[src/rtl/if_id_stage_pkg.sv]
// Shared pipeline definitions: fetch FSM encoding, reset/flush constants
// and the target-alignment helper.
package if_id_stage_pkg;

  typedef enum logic [1:0] {
    FETCH = 2'd0,
    HOLD  = 2'd1,
    DROP  = 2'd2
  } fetch_state_e;

  localparam logic [31:0] RESET_PC_DEF = 32'h0000_0000;
  localparam logic [31:0] NOP_INST_DEF = 32'h0000_0000;

  function automatic logic [31:0] align_word(input logic [31:0] addr);
    return addr & 32'hFFFF_FFFC;
  endfunction

endpackage

[src/rtl/if_id_stage_if.sv]
// Instruction-memory request/acknowledge bus between the fetch stage and imem.
interface if_id_stage_if;
  logic [31:0] imem_addr;
  logic        imem_req;
  logic [31:0] imem_rdata;
  logic        imem_ack;

  modport master (output imem_addr, output imem_req,
                  input  imem_rdata, input imem_ack);
  modport slave  (input  imem_addr, input imem_req,
                  output imem_rdata, output imem_ack);
endinterface

[src/rtl/if_id_stage_hazard_detect.sv]
// Load-use hazard compare: a load in ID/EX whose destination feeds a source of IF/ID.
module hazard_detect (
  input  logic       valid_i,
  input  logic       mem_to_reg_i,
  input  logic [4:0] ld_rd_i,
  input  logic [4:0] rs_i,
  input  logic [4:0] rt_i,
  output logic       hazard_o
);

  // r0 is hardwired zero, so a load targeting it never creates a dependency
  assign hazard_o = valid_i && mem_to_reg_i && (ld_rd_i != 5'd0) &&
                    ((ld_rd_i == rs_i) || (ld_rd_i == rt_i));

endmodule

[src/rtl/if_id_stage.sv]
// Fetch stage with IF/ID register: one outstanding imem request, one-entry skid
// buffer for words that land during a load-use stall, and redirect flushing.
module if_id_stage
  import if_id_stage_pkg::*;
#(
  parameter logic [31:0] RESET_PC = RESET_PC_DEF,
  parameter logic [31:0] NOP_INST = NOP_INST_DEF
) (
  input  logic                  clk,
  input  logic                  rst_n,
  if_id_stage_if.master         imem,
  input  logic                  redirect_br,
  input  logic [31:0]           br_target,
  input  logic                  redirect_jmp,
  input  logic [31:0]           jmp_target,
  input  logic                  idex_MemtoReg,
  input  logic [4:0]            idex_rt,
  output logic [31:0]           newPC_f,
  output logic [31:0]           Inst_f,
  output logic                  valid_f,
  output logic                  stall,
  output logic                  idex_clr
);

  fetch_state_e state_q, state_d;
  logic [31:0]  pc_q, pc_d;
  logic [31:0]  inst_q, inst_d;
  logic [31:0]  npc_q, npc_d;
  logic         valid_q, valid_d;
  logic [31:0]  skid_inst_q, skid_inst_d;
  logic [31:0]  skid_npc_q, skid_npc_d;

  logic         redirect;
  logic [31:0]  target;
  logic [31:0]  pc_inc;

  assign redirect = redirect_br | redirect_jmp;
  assign target   = align_word(redirect_jmp ? jmp_target : br_target);
  assign pc_inc   = pc_q + 32'd4;

  hazard_detect u_hazard (
    .valid_i      (valid_q),
    .mem_to_reg_i (idex_MemtoReg),
    .ld_rd_i      (idex_rt),
    .rs_i         (inst_q[25:21]),
    .rt_i         (inst_q[20:16]),
    .hazard_o     (stall)
  );

  assign idex_clr = stall | redirect;

  always_ff @(posedge clk or negedge rst_n) begin
    if (!rst_n) state_q <= FETCH;
    else        state_q <= state_d;
  end

  always_comb begin
    state_d = state_q;
    if (redirect) begin
      // A request still in flight (FETCH or DROP, no ack now) must have its reply swallowed
      state_d = ((state_q != HOLD) && !imem.imem_ack) ? DROP : FETCH;
    end else begin
      unique case (state_q)
        FETCH:   if (imem.imem_ack && stall) state_d = HOLD;
        HOLD:    if (!stall)                 state_d = FETCH;
        DROP:    if (imem.imem_ack)          state_d = FETCH;
        default: state_d = FETCH;
      endcase
    end
  end

  always_comb begin
    imem.imem_req  = (state_q == FETCH);
    imem.imem_addr = pc_q;
  end

  always_comb begin
    pc_d        = pc_q;
    inst_d      = inst_q;
    npc_d       = npc_q;
    valid_d     = valid_q;
    skid_inst_d = skid_inst_q;
    skid_npc_d  = skid_npc_q;
    if (redirect) begin
      pc_d        = target;
      inst_d      = NOP_INST;
      npc_d       = 32'd0;
      valid_d     = 1'b0;
      skid_inst_d = NOP_INST;
      skid_npc_d  = 32'd0;
    end else begin
      unique case (state_q)
        FETCH: if (imem.imem_ack) begin
          pc_d = pc_inc;
          if (stall) begin
            skid_inst_d = imem.imem_rdata;
            skid_npc_d  = pc_inc;
          end else begin
            inst_d  = imem.imem_rdata;
            npc_d   = pc_inc;
            valid_d = 1'b1;
          end
        end
        HOLD: if (!stall) begin
          inst_d  = skid_inst_q;
          npc_d   = skid_npc_q;
          valid_d = 1'b1;
        end
        default: ;
      endcase
    end
  end

  always_ff @(posedge clk or negedge rst_n) begin
    if (!rst_n) begin
      pc_q        <= RESET_PC;
      inst_q      <= NOP_INST;
      npc_q       <= 32'd0;
      valid_q     <= 1'b0;
      skid_inst_q <= NOP_INST;
      skid_npc_q  <= 32'd0;
    end else begin
      pc_q        <= pc_d;
      inst_q      <= inst_d;
      npc_q       <= npc_d;
      valid_q     <= valid_d;
      skid_inst_q <= skid_inst_d;
      skid_npc_q  <= skid_npc_d;
    end
  end

  assign newPC_f = npc_q;
  assign Inst_f  = inst_q;
  assign valid_f = valid_q;

endmodule

[src/flat_wrapper.sv]
// flat-port wrapper written by rule: the top's interface ports become plain ports
module if_id_stage_flat import if_id_stage_pkg::*;
#(
  parameter logic [31:0] RESET_PC = RESET_PC_DEF,
  parameter logic [31:0] NOP_INST = NOP_INST_DEF
)
  (clk, rst_n, redirect_br, br_target, redirect_jmp, jmp_target, idex_MemtoReg, idex_rt, newPC_f, Inst_f, valid_f, stall, idex_clr, imem_imem_addr, imem_imem_req, imem_imem_rdata, imem_imem_ack);
  if_id_stage_if imem_i ();
  input  logic clk;
  input  logic rst_n;
  input  logic redirect_br;
  input  logic [31:0] br_target;
  input  logic redirect_jmp;
  input  logic [31:0] jmp_target;
  input  logic idex_MemtoReg;
  input  logic [4:0] idex_rt;
  output logic [31:0] newPC_f;
  output logic [31:0] Inst_f;
  output logic valid_f;
  output logic stall;
  output logic idex_clr;
  output wire logic [$bits(imem_i.imem_addr)-1:0] imem_imem_addr;
  output wire logic [$bits(imem_i.imem_req)-1:0] imem_imem_req;
  input wire logic [$bits(imem_i.imem_rdata)-1:0] imem_imem_rdata;
  input wire logic [$bits(imem_i.imem_ack)-1:0] imem_imem_ack;
  assign imem_imem_addr = imem_i.imem_addr;
  assign imem_imem_req = imem_i.imem_req;
  assign imem_i.imem_rdata = imem_imem_rdata;
  assign imem_i.imem_ack = imem_imem_ack;
  if_id_stage #(.RESET_PC(RESET_PC), .NOP_INST(NOP_INST)) u_core (.clk(clk), .rst_n(rst_n), .imem(imem_i), .redirect_br(redirect_br), .br_target(br_target), .redirect_jmp(redirect_jmp), .jmp_target(jmp_target), .idex_MemtoReg(idex_MemtoReg), .idex_rt(idex_rt), .newPC_f(newPC_f), .Inst_f(Inst_f), .valid_f(valid_f), .stall(stall), .idex_clr(idex_clr));
endmodule
[config.mk]
export PLATFORM = sky130hd
export DESIGN_NAME = if_id_stage_flat
export DESIGN_NICKNAME = d
export VERILOG_FILES = /design/src/rtl/if_id_stage_pkg.sv /design/src/rtl/if_id_stage_if.sv /design/src/rtl/if_id_stage_hazard_detect.sv /design/src/rtl/if_id_stage.sv /design/src/flat_wrapper.sv
export SDC_FILE = /design/constraint.sdc
export NUM_CORES = 1
export LEC_CHECK = 0
export CAP_MARGIN = 5
export CORE_ASPECT_RATIO = 1.5
export CORE_MARGIN = 3
export CORE_UTILIZATION = 45
export DETAILED_ROUTE_END_ITERATION = 12
export PLACE_DENSITY_LB_ADDON = 0.1
export SLEW_MARGIN = 30
export SYNTH_ARGS = -nofsm -noshare
export SYNTH_HDL_FRONTEND = slang
export SYNTH_SLANG_ARGS = --single-unit
[constraint.sdc]
create_clock -name clk -period 5.64 [get_ports clk]
set_clock_uncertainty 0.05 [all_clocks]
set_input_delay 0.846 -clock clk [delete_from_list [all_inputs] [get_ports clk]]
set_output_delay 0.846 -clock clk [all_outputs]
set_load 0.1 [all_outputs]
==> results of run 1 <==
-- critical path: stages --
cell and delay [ns]:
clkdlybuf4s50_1 0.48, xor2_1 0.19, nor3_1 0.24, a22oi_2 0.12
buf_4 0.21, o21ai_0 0.32, buf_4 0.36
-- metrics by stage --
stage / utilization (%) / hold WS [ns]
3_3_place_gp: 57.4 / 0.409
3_5_place_dp: 57.5 / 0.416
2_1_floorplan: - / 0.400
6_report: 60.7 / 0.368
5_1_grt: 60.7 / 0.414
4_1_cts: 60.8 / 0.390
-- synthesized netlist by cell type, types with 3 or more instances --
cell type	instances	area share, %
dfrtp_1	158	46
nand2_1	107	4.6
o21ai_0	73	4.2
o2bb2ai_1	59	6.0
clkbuf_1	46	2.0
mux2i_1	46	5.3
a21oi_1	45	2.6
nor2_1	45	1.9
o211ai_1	42	3.6
buf_2	24	1.4
xnor2_1	19	1.9
nand3_1	17	0.98
xor2_1	16	1.6
o31ai_1	14	1.2
nand4_1	13	0.94
nor3_1	13	0.75
nor4_1	13	0.94
a2bb2oi_1	12	1.2
inv_1	10	0.43
mux2_2	10	1.3
a21o_1	9	0.78
and3_1	9	0.65
buf_1	8	0.35
o21a_1	8	0.69
a31o_1	7	0.71
buf_4	7	0.61
a31oi_1	6	0.43
or3_1	6	0.43
and2_1	5	0.36
nor2b_1	5	0.36
nand2b_1	4	0.29
o21ai_1	4	0.23
a221oi_1	3	0.30
and4_1	3	0.30
nand4_2	3	0.43
nor4_4	3	0.74
o2bb2ai_2	3	0.52
-- layer usage --
metal / global-route usage [%] / share of wire, % / vias up
met5: 0 / 0 / -
met4: 8.36 / 2.1 / 0
met3: 5.90 / 6.3 / 32
met2: 39.0 / 48 / 232
met1: 31.8 / 43 / 3665
li1: - / - / 3624
-- report_power, final --
group          total (uW)  internal, uW  switching, uW
clock                1220           720            500
sequential           1260          1190           71.4
combinational         704           221            483
total                3180          2130           1050
-- cell type report --
| cell class | count | area (sq um) | area share, % |
|---|---|---|---|
| clock buffer | 19 | 443 | 3.90 |
| clock inverter | 13 | 179 | 1.58 |
| inverter | 10 | 37.5 | 0.331 |
| multi-input combinational | 652 | 4340 | 38.2 |
| sequential | 158 | 3950 | 34.8 |
| tap | 252 | 315 | 2.78 |
| timing repair buffer | 215 | 2090 | 18.4 |
-- kinds of logic (layout without fill, tap and decap cells) --
family | after synthesis | after routing | share of synthesized area [%]
buf+inv | 98 | 257 | 5.11
xor+xnor | 35 | 35 | 3.53
simple gates | 255 | 255 | 14.7
other cells | 1 | 2 | 0.0432
fa+ha+maj | 1 | 1 | 0.144
compound gates | 303 | 303 | 24.3
flops | 158 | 158 | 45.6
mux | 56 | 56 | 6.61
-- state kept, by name, summed over array words and instances (netlist names) --
name and flops:
u_core.valid_f 1, u_core.skid_inst_q 32, u_core.skid_npc_q 30, u_core.imem.imem_addr 30, u_core.Inst_f 32, u_core.newPC_f 31
u_core.state_q 2
-- worst paths after layout --
check | slack, ns | endpoint | depth (start not counted)
max in group asynchronous | 4.06 | u_core.skid_inst_q[1]$_DFFE_PN0P_ | 2
min reg2reg | 0.43 | u_core.skid_npc_q[10]$_DFFE_PN0P_ | 1
min in group clk | 0.43 | u_core.skid_npc_q[10]$_DFFE_PN0P_ | 1
min | 0.37 | u_core.newPC_f[18]$_DFFE_PN0P_ | 1
max | 1.97 | idex_clr | 7
max reg2reg | 2.78 | u_core.newPC_f[8]$_DFFE_PN0P_ | 7
==> impl_metrics.tcl, run 1 <==
set metrics [dict create \
    cts.sinks 158 \
    drt_iter0_markers 476 \
    rsz0062_at_grt "false" \
    grt_pass1_vias 7631 \
    ys_seq_elements 158 \
    htree_levels 4 \
    yosys_warnings 0 \
    synth-async-reset-ratio_pct 100 \
    required_ns 4.74 \
    cts-root-buf "clkbuf_16" \
    grt_usage_pct 24.1 \
    synth_cell_types 63 \
    drt_first_pass_iters 7 \
    tritoncts "built" \
    core-area_sq_mm 0.0187 \
    synth_cells 907 \
    final_hold_viol_count 0 \
    num_vias 7553 \
    numCtsBuffers 17 \
    worstHoldPathType "in -> async" \
    synth_edf_count 0 \
    fill_cells 1617 \
    num_rows 61 \
    drive_gt1_share_pct 8.06 \
    crit_type "in -> out" \
    layout_setup_ws_ns 1.97 \
    layout.cells.non_filler 1319 \
    maxSlewHeadroom_pct 31.5 \
    clock_tree.buffer_depth 2 \
    yosysSeqAreaShare_pct 45.6 \
    clock.fmax_mhz 272 \
    dp_cells 1287 \
    insertion_delay_ns 0.43 \
    die_h_um 176 \
    max-vdd-ir-drop_mv 0.143 \
    setup-violations-final 0 \
    setup.worst_path.start "idex_rt[2]" \
    dieArea_sq_mm 0.0210 \
    final_cell_mix "193 x clkdlybuf4s50_1, 158 x dfrtp_1, 107 x nand2_1" \
    synth_area_sq_mm 0.00867 \
    finalCritPeriodShare_pct 65.1 \
    status "finished clean" \
    worstSetupStartpointType "input port" \
    p_leak_uw 0.00461 \
    fin_crit_ns 3.67 \
    cap_violations 0 \
    dp_hpwl_um 16900 \
    final_common_cell "clkdlybuf4s50_1" \
    initial_core_util_pct 46.4 \
    synth.avg_cell_area_sq_um 9.56 \
    cts_setup_buffers 0 \
    antenna_found_initial 0 \
    syn_to_final_growth_pct 31.0 \
    fp.dieW_um 119 \
    p_total_uw 3180 \
    tightest_slew_ns 1.02 \
    cp-end-kind "output port" \
    antenna_cells 0 \
    cts_resized 0 \
    grt_pass1_wl_um 40800 \
    grt_max_degree 66 \
    crit_arrival_ns 2.78 \
    place_ws_ns 1.74 \
    wire_per_inst_um 19.0 \
    ant_nets 0 \
    path_clk_slew_ns 0.07 \
    p_per_area_mw_per_mm2 280 \
    crit_path_max_fanout 15 \
    placement.io_buffers 200 \
    finalWirelength_um 25000 \
    finalInstanceArea_sq_mm 0.0114 \
    drc 0 \
    cts_hold_buf 0 \
    finish.net_count 1162 \
    gp_congestion 0.797 \
    ios 207 \
    slew_violations 0 \
    fin_setup_tns_ns 0 \
    grt.overflow.total 0 \
    ys.flop_type "dfrtp_1" \
    timing.rr.start "u_core.Inst_f[23]$_DFFE_PN0P_" \
    avgViaCountPerCell 5.73 \
    placed_area_sq_mm 0.0107 \
]
Power figures use the tool's default switching activity.
==> run 2, diff against run 1 <==
==> constraint.sdc (replaced) <==
create_clock -name clk -period 3.5 [get_ports clk]
set_clock_uncertainty 0.05 [all_clocks]
set_input_delay 0.525 -clock clk [delete_from_list [all_inputs] [get_ports clk]]
set_output_delay 0.525 -clock clk [all_outputs]
set_load 0.1 [all_outputs]
==> run 2 against run 1 <==
Register-to-register slack lost 1.9 ns. Hold slack lost 0.27 ns. Combinational power grew 63%. Sequential share of layout area shrank 0.17 points. Utilization grew 0.30 points. Sequential power grew 61%. Wire length grew 0.63%. Largest power group unchanged. Highest routed layer unchanged.
==> impl_metrics.tcl, run 2 (synthesis gave the netlist of run 1 again) <==
set metrics [dict create \
    slew_violations 0 \
    fin_crit_ns 2.77 \
    timing.rr.start "u_core.imem.imem_addr[2]$_DFFE_PN0P_" \
    drc 0 \
    fin_setup_tns_ns 0 \
    cts_resized 0 \
    cp-end-kind "output port" \
    cts.sinks 158 \
    finalCritPeriodShare_pct 79.0 \
    clock_tree.buffer_depth 2 \
    required_ns 2.92 \
    ios 207 \
    drt_iter0_markers 416 \
    drt_first_pass_iters 4 \
    grt_pass1_vias 8044 \
    cts_hold_buf 0 \
    setup-violations-final 0 \
    drive_gt1_share_pct 11.7 \
    grt_pass1_wl_um 41400 \
    avgViaCountPerCell 5.72 \
    fp.dieW_um 119 \
    dieArea_sq_mm 0.0210 \
    crit_type "in -> out" \
    cap_violations 0 \
    wire_per_inst_um 18.9 \
    clock.fmax_mhz 362 \
    num_rows 61 \
    p_per_area_mw_per_mm2 437 \
    grt.met2_usage_pct 40.8 \
    tightest_slew_ns 1.03 \
    finalWirelength_um 25200 \
    syn_to_final_growth_pct 31.6 \
    ant_nets 0 \
    worstSetupStartpointType "input port" \
    grt_use_met1_pct 30.6 \
    numCtsBuffers 17 \
    r2r_cells 6 \
    core-area_sq_mm 0.0187 \
    grt.overflow.total 0 \
    crit_path_max_fanout 11 \
    grt_max_degree 84 \
    gp_congestion 0.797 \
    htree_levels 4 \
    antenna_found_initial 0 \
    worstHoldPathType "in -> async" \
    antenna_cells 0 \
    r2r_slack_ns 0.91 \
    final_cell_mix "168 x clkdlybuf4s50_1, 158 x dfrtp_1, 107 x nand2_1" \
    crit_arrival_ns 2.19 \
    path_clk_slew_ns 0.07 \
    cts_setup_buffers 0 \
    die_h_um 176 \
    status "finished clean" \
    insertion_delay_ns 0.42 \
    finish.net_count 1176 \
    grtUsageMet3_pct 5.99 \
    cts-root-buf "clkbuf_16" \
    final_hold_viol_count 0 \
    placement.io_buffers 200 \
    reg2reg_to "u_core.newPC_f[26]$_DFFE_PN0P_" \
    p_total_uw 4990 \
    final_common_cell "clkdlybuf4s50_1" \
    grt_usage_pct 24.3 \
    rsz0062_at_grt "false" \
    max-vdd-ir-drop_mv 0.288 \
    tritoncts "built" \
    p_leak_uw 0.00472 \
    dp_hpwl_um 17700 \
    maxSlewHeadroom_pct 30.8 \
    fill_cells 1625 \
    busiest_layer "met2" \
    initial_core_util_pct 46.4 \
    num_vias 7630 \
]
run 2: cell types whose count changed in the layout (fill, tap and decap cells not counted), sizes merged:
cell           previous run  this run
buf                      21        61
bufinv                    3         1
clkdlybuf4s50           193       168
clkinv                    2         7
clkinvlp                  3         2
inv                      15        12
run 2: report_power, final:
| group | switching, uW | internal [uW] | leakage, uW |
|---|---|---|---|
| clock network | 785 | 1020 | 0.000277 |
| registers | 114 | 1910 | 0.00213 |
| logic | 786 | 365 | 0.00231 |
| total | 1690 | 3300 | 0.00472 |
run 2: critical path: stages:
cell and delay [ns]:
clkdlybuf4s50_1 0.48, xor2_1 0.19, nor3_1 0.23, a22oi_2 0.13, buf_4 0.21, o21ai_2 0.21, buf_12 0.20
run 2: final cells by class:
type	count	area (sq um)	share of cell area (%)
timing repair buffer	229	2200	19.3
clock inverter	12	113	0.987
clock buffer	20	457	4.00
sequential	158	3950	34.6
inverter	10	37.5	0.329
tap	252	315	2.76
multi-input combinational	652	4330	38.0
run 2: per-stage QoR:
step | setup slack (ns) | hold WS (ns) | cell area, sq um | util, % | instances
5_1_grt | 0.654 | 0.157 | 11400 | 61.0 | 1333
2_1_floorplan | 0.283 | 0.179 | 8680 | - | 908
6_report | 0.735 | 0.103 | 11400 | 61.0 | 1333
4_1_cts | 0.711 | 0.127 | 11400 | 61.0 | 1333
3_3_place_gp | 0.707 | 0.408 | 10800 | 58.0 | 1301
3_5_place_dp | 0.674 | 0.416 | 10800 | 58.0 | 1301
run 2: worst max-delay path by stage:
stage	to	startpoint	slack, ns
after floorplan	idex_clr	u_core.Inst_f[23]$_DFFE_PN0P_	0.28
after global placement	u_core.skid_inst_q[27]$_DFFE_PN0P_	idex_rt[0]	0.71
after detailed placement	u_core.newPC_f[12]$_DFFE_PN0P_	idex_rt[2]	0.67
after CTS	idex_clr	idex_rt[2]	0.71
after global routing	idex_clr	idex_rt[2]	0.65
final	idex_clr	idex_rt[2]	0.73
run 2: routing by layer:
layer	up-vias	wire length (um)
li1	3645	-
met1	3717	10600
met2	235	12300
met3	33	1660
met4	0	574
met5	-	0
==> run 3, diff against run 2 <==
==> constraint.sdc (replaced) <==
create_clock -name clk -period 2.7 [get_ports clk]
set_clock_uncertainty 0.05 [all_clocks]
set_input_delay 0.405 -clock clk [delete_from_list [all_inputs] [get_ports clk]]
set_output_delay 0.405 -clock clk [all_outputs]
set_load 0.1 [all_outputs]
==> run 3 against run 2 <==
Critical path depth is the same. Sequential share of layout area rose by 0.052 points. Via count about the same. Count of clock-buffer cells in the layout fell by 2. Largest cell class unchanged. Total power is 30% higher.
==> impl_metrics.tcl, run 3 (synthesis gave the netlist of run 1 again) <==
set metrics [dict create \
    grt.overflow.total 0 \
    finalWirelength_um 25300 \
    die_h_um 176 \
    clock.fmax_mhz 408 \
    worstSetupStartpointType "input port" \
    drt_first_pass_iters 5 \
    finish.net_count 1191 \
    grt_max_degree 70 \
    cts-root-buf "clkbuf_16" \
    max-vdd-ir-drop_mv 0.328 \
    p_leak_uw 0.00492 \
    drc 0 \
    drive_gt1_share_pct 20.0 \
    status "finished clean" \
    crit_type "in -> out" \
    final_common_cell "dfrtp_1" \
    crit_path_max_fanout 25 \
    slew_violations 0 \
    dieArea_sq_mm 0.0210 \
    insertion_delay_ns 0.42 \
    grt_pass1_vias 7561 \
    tightest_slew_ns 0.677 \
    gp_congestion 0.822 \
    avgViaCountPerCell 5.66 \
    antenna_cells 0 \
    finalCritPeriodShare_pct 90.7 \
    fin_setup_tns_ns 0 \
    p_per_area_mw_per_mm2 569 \
    cap_violations 0 \
    initial_core_util_pct 46.4 \
    placed_area_sq_mm 0.0108 \
    fill_cells 1605 \
    syn_to_final_growth_pct 31.8 \
    required_ns 2.25 \
    grt_usage_pct 24.0 \
    grt_pass1_wl_um 40700 \
    setup-violations-final 0 \
    fp.dieW_um 119 \
    ant_nets 0 \
    cts_resized 0 \
    maxSlewHeadroom_pct 54.9 \
    num_rows 61 \
    p_total_uw 6500 \
    path_clk_slew_ns 0.07 \
    drt_iter0_markers 459 \
    clock_tree.buffer_depth 2 \
    numCtsBuffers 17 \
    cp-end-kind "output port" \
    antenna_found_initial 0 \
    finalInstanceArea_sq_mm 0.0114 \
    rsz0062_at_grt "false" \
    final_hold_viol_count 0 \
    core-area_sq_mm 0.0187 \
    ios 207 \
    wire_per_inst_um 18.7 \
    tritoncts "built" \
    num_vias 7627 \
    placement.io_buffers 200 \
    fin_crit_ns 2.45 \
    htree_levels 4 \
    crit_arrival_ns 2.00 \
    worstHoldPathType "in -> reg" \
    final_cell_mix "148 x dfrtp_1, 133 x buf_4, 107 x nand2_1" \
    dp_hpwl_um 17700 \
    cts.sinks 158 \
]
-- run 3: cell types whose count changed in the layout (fill, tap and decap cells not counted), sizes merged --
cell / previous run / this run
buf: 61 / 143
clkbuf: 20 / 18
dlygate4sd3: 0 / 1
bufinv: 1 / 0
clkinv: 7 / 3
clkinvlp: 2 / 1
inv: 12 / 20
clkdlybuf4s50: 168 / 100
-- run 3: stage by stage --
step,cells,setup slack [ns],utilization (%),hold WS [ns]
global placement,1315,0.140,58.0,0.409
detailed placement,1315,0.134,58.0,0.416
finish,1348,0.250,61.1,0.353
CTS,1348,0.257,61.1,0.318
global route,1348,0.195,61.1,0.361
floorplan,908,0.00249,-,0.0594
-- run 3: worst max-delay path, cell delays in order --
cell and delay (ns):
clkdlybuf4s50_1 0.47, xor2_1 0.19, nor3_1 0.24, a22oi_2 0.13, buf_12 0.19, o21ai_4 0.17
buf_12 0.20
-- run 3: area by class of cell --
cell class	count	area [sq um]	share of cell area [%]
tap	252	315	2.76
sequential	158	3970	34.7
clock buffer	18	439	3.84
inverter	10	37.5	0.328
clock inverter	14	141	1.24
timing repair buffer	244	2190	19.1
multi-input combinational	652	4350	38.0
-- run 3: repair_timing --
action,4_1_cts,5_1_grt
hold buffers,1,0
setup buffers,0,0
endpoints found under the hold margin,67,0
-- run 3: final timing paths --
path	from	to	slack, ns	cells past startpoint
worst max-delay path	idex_rt[2]	idex_clr	0.25	7
worst min-delay path	redirect_jmp	u_core.imem.imem_addr[14]$_DFFE_PN0P_	0.35	4
worst max register to register	u_core.imem.imem_addr[11]$_DFFE_PN0P_	u_core.newPC_f[29]$_DFFE_PN0P_	0.38	5
worst min register to register	u_core.skid_npc_q[15]$_DFFE_PN0P_	u_core.skid_npc_q[15]$_DFFE_PN0P_	0.43	1
max in group asynchronous	rst_n	u_core.skid_npc_q[10]$_DFFE_PN0P_	1.33	3
min in group asynchronous	rst_n	u_core.newPC_f[18]$_DFFE_PN0P_	0.52	2
-- run 3: where the power goes --
part	switching [uW]	internal (uW)	total [uW]
Sequential	139	2480	2620
Combinational	1030	473	1510
Clock	1120	1260	2380
-- run 3: per-layer routing --
layer,track usage [%],share of wire [%],vias up
met2,38.5,49,226
met1,31.9,43,3687
met3,5.77,6.4,27
li1,-,-,3687
met5,0,0,-
met4,8.22,2.1,0
